$ cat config.mk
export PLATFORM = sky130hd
export DESIGN_NAME = uart_mem_ctrl
export DESIGN_NICKNAME = d
export VERILOG_FILES = /design/src/rtl/uart_mem_ctrl.sv
export SDC_FILE = /design/constraint.sdc
export NUM_CORES = 1
export LEC_CHECK = 0
export CORE_ASPECT_RATIO = 0.75
export CORE_MARGIN = 1.5
export CORE_UTILIZATION = 45
export CTS_CLUSTER_DIAMETER = 100
export DETAILED_ROUTE_END_ITERATION = 6
export GPL_ROUTABILITY_DRIVEN = 0
export PLACE_DENSITY_LB_ADDON = 0.1
export RECOVER_POWER = 25
export SLEW_MARGIN = 10
export SYNTH_ARGS = -nofsm -noshare
export SYNTH_HDL_FRONTEND = slang
export SYNTH_SLANG_ARGS = --single-unit
$ cat constraint.sdc
create_clock -name clk -period 2.2 [get_ports clk]
set_clock_uncertainty 0.2 [all_clocks]
set_input_delay 0.33 -clock clk [delete_from_list [all_inputs] [get_ports clk]]
set_output_delay 0.33 -clock clk [all_outputs]
set_load 0.01 [all_outputs]
$ cat src/rtl/uart_mem_ctrl.sv
// ----------------------------------------------------------------------------
// uart_mem_ctrl
// Command sequencer between a UART receiver/transmitter pair and a
// single-port synchronous memory. A host sends a header frame. The MSB of the
// header selects write (1) or read (0), and the low MEM_AW bits carry the
// address. A write also needs a data frame. Every completed command returns
// exactly one response frame: ACK_CODE for a write, or the read data.
//
// Ports:
//   clk, rst      clock, asynchronous active-high reset
//   rx_data       received frame, valid while rx_done=1
//   rx_done       receiver holds a frame
//   clr_rx_done   consume pulse back to the receiver (combinational)
//   tx_data       response frame, held stable from TX_LOAD to the exit of TX_WAIT
//   trmt          one-cycle transmit start (combinational on tx_busy)
//   tx_busy       transmitter is shifting
//   mem_addr      memory address
//   mem_wdata     memory write data
//   mem_we        one-cycle write strobe
//   mem_re        one-cycle read strobe; mem_rdata is valid the cycle after
//   mem_rdata     memory read data
//   busy          controller is not idle
//   err           one-cycle pulse when a write times out waiting for its data
//   cmd_cnt       completed-command counter, wraps at 2^16
// ----------------------------------------------------------------------------
module uart_mem_ctrl #(
    parameter int                    ADDR_WIDTH = 8,
    parameter int                    MEM_AW     = 4,
    parameter int                    TIMEOUT    = 65535,
    parameter logic [ADDR_WIDTH-1:0] ACK_CODE   = 8'h5A
) (
    input  logic                  clk,
    input  logic                  rst,
    input  logic [ADDR_WIDTH-1:0] rx_data,
    input  logic                  rx_done,
    output logic                  clr_rx_done,
    output logic [ADDR_WIDTH-1:0] tx_data,
    output logic                  trmt,
    input  logic                  tx_busy,
    output logic [MEM_AW-1:0]     mem_addr,
    output logic [ADDR_WIDTH-1:0] mem_wdata,
    output logic                  mem_we,
    output logic                  mem_re,
    input  logic [ADDR_WIDTH-1:0] mem_rdata,
    output logic                  busy,
    output logic                  err,
    output logic [15:0]           cmd_cnt
);

    localparam int CNT_W = $clog2(TIMEOUT + 1);

    typedef enum logic [2:0] {
        S_IDLE     = 3'd0,
        S_GET_DATA = 3'd1,
        S_WRITE    = 3'd2,
        S_MEM_RD   = 3'd3,
        S_MEM_WAIT = 3'd4,
        S_TX_LOAD  = 3'd5,
        S_TX_WAIT  = 3'd6
    } state_e;

    state_e                  state_q;
    logic [CNT_W-1:0]        tmo_q;
    logic                    guard_q;
    logic [MEM_AW-1:0]       mem_addr_q;
    logic [ADDR_WIDTH-1:0]   mem_wdata_q;
    logic [ADDR_WIDTH-1:0]   tx_data_q;
    logic [15:0]             cmd_cnt_q;
    logic                    mem_we_q;
    logic                    mem_re_q;

    // Sequencer state, timeout counter, datapath registers and memory strobes.
    always_ff @(posedge clk or posedge rst) begin
        if (rst) begin
            state_q     <= S_IDLE;
            tmo_q       <= '0;
            guard_q     <= 1'b0;
            mem_addr_q  <= '0;
            mem_wdata_q <= '0;
            tx_data_q   <= '0;
            cmd_cnt_q   <= 16'd0;
            mem_we_q    <= 1'b0;
            mem_re_q    <= 1'b0;
        end else begin
            // Strobes are set only on the transition into their state. This
            // keeps each strobe high for exactly the one cycle spent there.
            mem_we_q <= 1'b0;
            mem_re_q <= 1'b0;
            case (state_q)
                S_IDLE: begin
                    if (rx_done) begin
                        mem_addr_q <= rx_data[MEM_AW-1:0];
                        if (rx_data[ADDR_WIDTH-1]) begin
                            tmo_q   <= CNT_W'(TIMEOUT);
                            state_q <= S_GET_DATA;
                        end else begin
                            mem_re_q <= 1'b1;
                            state_q  <= S_MEM_RD;
                        end
                    end
                end
                S_GET_DATA: begin
                    // A data frame arriving on the last counter value still wins.
                    if (rx_done) begin
                        mem_wdata_q <= rx_data;
                        mem_we_q    <= 1'b1;
                        state_q     <= S_WRITE;
                    end else if (tmo_q == '0) begin
                        state_q <= S_IDLE;
                    end else begin
                        tmo_q <= tmo_q - CNT_W'(1);
                    end
                end
                S_WRITE: begin
                    tx_data_q <= ACK_CODE;
                    state_q   <= S_TX_LOAD;
                end
                S_MEM_RD: begin
                    state_q <= S_MEM_WAIT;
                end
                S_MEM_WAIT: begin
                    tx_data_q <= mem_rdata;
                    state_q   <= S_TX_LOAD;
                end
                S_TX_LOAD: begin
                    if (!tx_busy) begin
                        guard_q <= 1'b1;
                        state_q <= S_TX_WAIT;
                    end
                end
                S_TX_WAIT: begin
                    // The transmitter may only raise tx_busy the cycle after
                    // trmt, so the first cycle here ignores tx_busy.
                    if (guard_q) begin
                        guard_q <= 1'b0;
                    end else if (!tx_busy) begin
                        cmd_cnt_q <= cmd_cnt_q + 16'd1;
                        state_q   <= S_IDLE;
                    end
                end
                default: begin
                    state_q <= S_IDLE;
                end
            endcase
        end
    end

    // Consume frames only where the FSM acts on them; gate with rst so the
    // receiver sees no consume while the controller is held in reset.
    assign clr_rx_done = !rst && rx_done &&
                         ((state_q == S_IDLE) || (state_q == S_GET_DATA));
    assign trmt        = (state_q == S_TX_LOAD) && !tx_busy;
    assign err         = (state_q == S_GET_DATA) && !rx_done && (tmo_q == '0);

    assign busy      = (state_q != S_IDLE);
    assign tx_data   = tx_data_q;
    assign mem_addr  = mem_addr_q;
    assign mem_wdata = mem_wdata_q;
    assign mem_we    = mem_we_q;
    assign mem_re    = mem_re_q;
    assign cmd_cnt   = cmd_cnt_q;

endmodule
Word level (Yosys, flattened, before mapping)
Index checks and enable logic that the tools add are counted.
{"block": "op_classes", "add_sub_neg": 2, "bitwise": 2, "multipliers": 0, "eq_ne": 14, "n_div": 0, "n_lt_le_gt_ge": 0, "n_reduce_logical": 22, "muxes": 21, "shift": 0}
{"cell": "16-bit 2-to-1 mux", "count": 4}
{"cell": "16-bit one-hot mux with 2 select lines", "count": 1}
{"cell": "3-bit 2-to-1 mux", "count": 6}
{"cell": "3-bit one-hot mux with 6 select lines", "count": 1}
{"cell": "16-bit by 1-bit adder with 16-bit output, second input constant", "count": 1}
{"cell": "16-bit logical NOT", "count": 1}
{"cell": "8-bit one-hot mux with 2 select lines", "count": 1}
{"cell": "16-bit by 1-bit subtractor with 16-bit output, second input constant", "count": 1}
{"cell": "2-bit inequality test, second input constant", "count": 7}
{"cell": "5-bit AND reduction", "count": 2}
{"cell": "3-bit == test, second input constant", "count": 3}
{"cell": "3-bit by 2-bit == test with 1-bit output, second input constant", "count": 2}
{"cell": "1-bit 2-to-1 mux", "count": 6}
{"cell": "2-bit AND reduction", "count": 3}
{"cell": "2-bit nonzero test", "count": 3}
{"cell": "1-bit logical AND", "count": 5}
{"cell": "3-bit by 1-bit == test with 1-bit output, second input constant", "count": 1}
{"cell": "1-bit logical NOT", "count": 3}
{"cell": "3-bit logical NOT", "count": 1}
{"cell": "3-bit by 2-bit inequality test with 1-bit output, second input constant", "count": 1}
{"cell": "3-bit AND reduction", "count": 1}
{"cell": "3-bit nonzero test", "count": 1}
{"cell": "2-bit 2-to-1 mux", "count": 1}
{"cell": "1-bit inverter", "count": 2}
{"cell": "3 further kinds", "count": 3}
{"block": "totals", "word_cells": 70, "mem_bits_rw": 0, "latchBits": 0, "n_memories": 0, "inputBits": 20, "regBits": 58, "romBits": 0, "output_inout_bits": 42}

Logic depth before layout (Yosys ltp)
{"block": "depth", "word_depth": 4, "ltp_mapped": 7, "depth_no_buf": 7}

Least setup slack after synthesis
No wires, ideal clock.
{"block": "synth_path", "path_kind": "reg-to-output", "startpoint": "reg tmo_q[0]", "endpoint": "out err", "path_buffers": 0, "required_ps": 1670, "t_arrival_ps": 1616, "setup_slack_ps": 54, "path_stages_with_launch": 7, "cell_sequence": "dfrtp_1 inv_1 ha_1 nor3b_1 and2_1 nand3_1 nor4_1"}
{"block": "synth_via", "elab_chain_cells": 2}
{"item": "start: declaration", "line_no": "63", "rtl": "logic [CNT_W-1:0] tmo_q;"}
{"item": "start signal: assignment", "line_no": "94", "rtl": "tmo_q <= CNT_W'(TIMEOUT);"}
{"item": "start signal: assignment", "line_no": "111", "rtl": "tmo_q <= tmo_q - CNT_W'(1);"}
{"item": "16-bit logical NOT", "line_no": "153", "rtl": "assign err = (state_q == S_GET_DATA) && !rx_done && (tmo_q == '0);"}
{"item": "1-bit logical AND", "line_no": "153"}
{"item": "end: declaration", "line_no": "46", "rtl": "output logic err,"}
No other way between the ends.

Final worst setup path
{"block": "layout_path", "startpoint": "reg tmo_q[4]", "endpoint": "out err"}
The elaborated chain is that of the path after synthesis.

==> summary.md <==
| Metric | Value |
|---|---|
| Crit path DAT | `roughly 1.7 ns` |
| Switching Share | `about a third` |
| Post-synthesis xor/xnor area fraction | `between 7 and 8%` |
| Clock Tree Root | `clkbuf_8` |
| Synth Area in Compound Gates | `around a tenth` |
| Maximum root-to-sink buffer count | `2` |
| Clk sink count | `slightly below 60` |
| Post-synthesis adder-cell area fraction | `0.903%` |
| Core Footprint | `5890 µm²` |
| TritonCTS clock tree | `yes` |
| Share of the yosys chip area belonging to registers | `between 50% and 60%` |
| Most frequent cells in the layout | `dfrtp_1, clkdlybuf4s50_1, buf_4, nor2_1, nand2_1` |
| Main combinational cell family by area after synthesis | `simple AND/OR/NAND/NOR gates` |
| Net Sw Power | `roughly 0.0016 W` |
| Ys async rst share | `100%` |
| Pre-antenna DRT Iters | `4` |
| Pleak | `approximately 1.7 nW` |
| Crit-path max FO | `3` |
| GR Overflow Total | `0` |
| Comb pwr share | `between 40 and 50%` |
| Normalized max-slew margin | `65.8%` |
| Met2 Track Usage GR | `36.6%` |
| Die width | `roughly 94 µm` |
| Post-synthesis mux area share | `between 5 and 6%` |
| CP Capture Type | `output pin` |
| RSZ-0062 raised after global routing | `yes` |
| WL/cell | `14.9 µm` |
| Synthesis-stage register bit count | `58` |
| Global route hottest layer | `met2` |
| Critical Path Source Type | `register` |
| HPWL Detailed | `just under 5000 µm` |
| Hold Slack | `between 0.2 and 0.3 ns` |
| Final worst slack | `-0.0626 ns` |
| Yosys cell types | `between 40 and 50` |
| Violated checks | `negative setup slack` |
| N_diodes | `0` |
| Worst min path class | `reg -> reg` |
| # rows | `24` |
| CP Class | `reg -> out` |
| Worst path required time | `1.67 ns` |
| WL final | `between 6000 and 7000 µm` |
| Dominant synthesized flop cell | `dfrtp_1` |
| Status | `finished with violations` |
| Share of cells above drive strength 1 | `roughly 28%` |
| First-pass GRT wire length | `around 12000 µm` |
| Largest net degree at the start of global routing | `22` |
| CTS Buf Count | `9` |
| Worst vdd ir | `~0.67 mV` |
| Hold Fails Final Rpt | `0` |
| Met3 Use GR | `around 7.2%` |
| Via Count | `2340` |
| DR vias/cell | `roughly 5.2` |
| IO buf count | `61` |
| I/O pin count | `62` |
| Number of max-cap violations | `0` |
| Area of the mapped netlist | `roughly 2800 µm²` |
| # H-tree levels | `3` |
| Clock Power Share | `between 10% and 20%` |
| Simple-gate area share of the yosys netlist | `between 20 and 25%` |
| Syn Inst Count | `approximately 250` |
| Power Density | `roughly 1200 nW/µm²` |
| Final setup vio count | `1` |
| Worst Max-Slew Pin Slew | `0.514 ns` |
| Die height | `71.0 µm` |
| Residual DRC count | `0` |
| Post-synth EDFFs | `0` |
| Max Clk Rate | `~440 MHz` |
| Final ANT Viol Nets | `0` |
| Avg Inst Size Synth | `approximately 11 µm²` |
| Fin crit share | `103%` |
| Slew Viols, Final | `0` |
| Clock transition at path regs | `around 0.070 ns` |
| Minimum clock period | `around 2.3 ns` |
| Initial cell density of the core | `between 40 and 50%` |
| Yosys warnings | `0` |
| Total Nets Final | `389` |
| Flop pwr share | `a little under two fifths` |
| Syn Nets | `270` |
| Die area | `around 6600 µm²` |
| Met1 Use GR | `29.1%` |
| Initial antenna violation count | `0` |
| Total GRT Usage | `a little under a quarter` |
| Initial DRC Count | `91` |
| Vias in the first global route | `around 2500` |
| Layout area overhead | `48.8%` |
| Overall Power | `0.00476 W` |
| Internal cell power | `0.00312 W` |
| Clock Latency Late Sink | `between 0.3 and 0.4 ns` |
[final cells by class]
type / instances / area (µm²)
Clock buffer: 10 / 128
Multi-Input combinational cell: 177 / 1340
Clock inverter: 6 / 57.6
Inverter: 6 / 22.5
Tap cell: 78 / 97.6
Fill cell: 489 / 1760
Timing Repair Buffer: 115 / 1030
Sequential cell: 58 / 1450
[sequential cells by signal (all words and copies together), names as in the netlist]
register / cells
mem_we: 1
state_q: 3
guard_q: 1
cmd_cnt: 16
tmo_q: 16
mem_addr: 4
mem_re: 1
mem_wdata: 8
tx_data: 8
[cell usage after synthesis (all sizes together) (6+ instances only)]
| cell | count | area [µm²] |
|---|---|---|
| dfrtp | 58 | 1450 |
| nor2 | 22 | 92.6 |
| nand2 | 18 | 67.6 |
| mux2 | 13 | 146 |
| xnor2 | 12 | 105 |
| nand3 | 11 | 55.1 |
| xor2 | 11 | 96.3 |
| a22o | 9 | 78.8 |
| nand4 | 9 | 71.3 |
| nor4 | 7 | 80.1 |
| inv | 6 | 22.5 |
| o21ai | 6 | 30.0 |
[layer usage]
layer  wire length [µm]  part of all wire (%)
met1               3130                    47
met2               3080                    46
met3                398                   5.9
met4                103                   1.5
met5                  0                     0
[final timing paths]
kind / from / end / slack (ns) / depth (start not counted)
max in group asynchronous: rst / mem_wdata[3] / 0.62 / 3
min in group asynchronous: rst / cmd_cnt[7] / 0.31 / 2
max: tmo_q[4] / err / -0.06 / 6
min reg2reg: cmd_cnt[15] / cmd_cnt[15] / 0.27 / 1
max reg2reg: tmo_q[9] / tmo_q[9] / 0.13 / 7
min: cmd_cnt[15] / cmd_cnt[15] / 0.27 / 1
[what timing repair did]
action / CTS / global route
cloned: 0 / 0
hold buffers: 0 / 0
setup buffers: 1 / 2
pin swaps: 0 / 4
gates resized for setup: 14 / 10
endpoints found under the setup margin: 4 / 7
[cell families (layout without fill, tap and decap cells)]
| kind of cell | after synthesis | after routing |
|---|---|---|
| DFF | 58 | 58 |
| adders and majority gates | 2 | 2 |
| and+or+nand+nor | 101 | 101 |
| AOI/OAI and AO/OA | 38 | 38 |
| xor gates and xnor gates | 23 | 23 |
| muxes | 13 | 13 |
| buffers and inverters | 13 | 137 |
[metrics by stage]
step / instances / setup TNS, ns / instance area (µm²) / worst slack [ns] / utilization [%]
after global routing: 450 / -0.152 / 4120 / -0.151 / 70.0
after detailed placement: 431 / -0.615 / 3860 / -0.222 / 65.5
final: 450 / -0.0626 / 4120 / -0.0626 / 70.0
after global placement: 431 / -0.407 / 3860 / -0.184 / 65.5
after floorplan: 248 / 0 / 2770 / 0.0538 / -
after CTS: 448 / -0.0626 / 4060 / -0.0626 / 69.0
[power groups by stage]
stage / Combinational (W) / Clock, W / Sequential, W
floorplan: 0.000849 / 0 / 0.00183
global placement: 0.00196 / 0 / 0.00174
detailed placement: 0.00200 / 0 / 0.00176
CTS: 0.00203 / 0.000971 / 0.00175
global route: 0.00223 / 0.00101 / 0.00183
finish: 0.00204 / 0.000946 / 0.00177
[worst max-delay path, cell delays in order, from the launching register on]
cell and delay [ns]:
dfrtp_1 0.40, nor4_2 0.30, buf_4 0.16, and2_4 0.15, nand3_2 0.07, nor4_1 0.15, buf_2 0.18
Note: power is estimated with default switching activity, not from simulation.
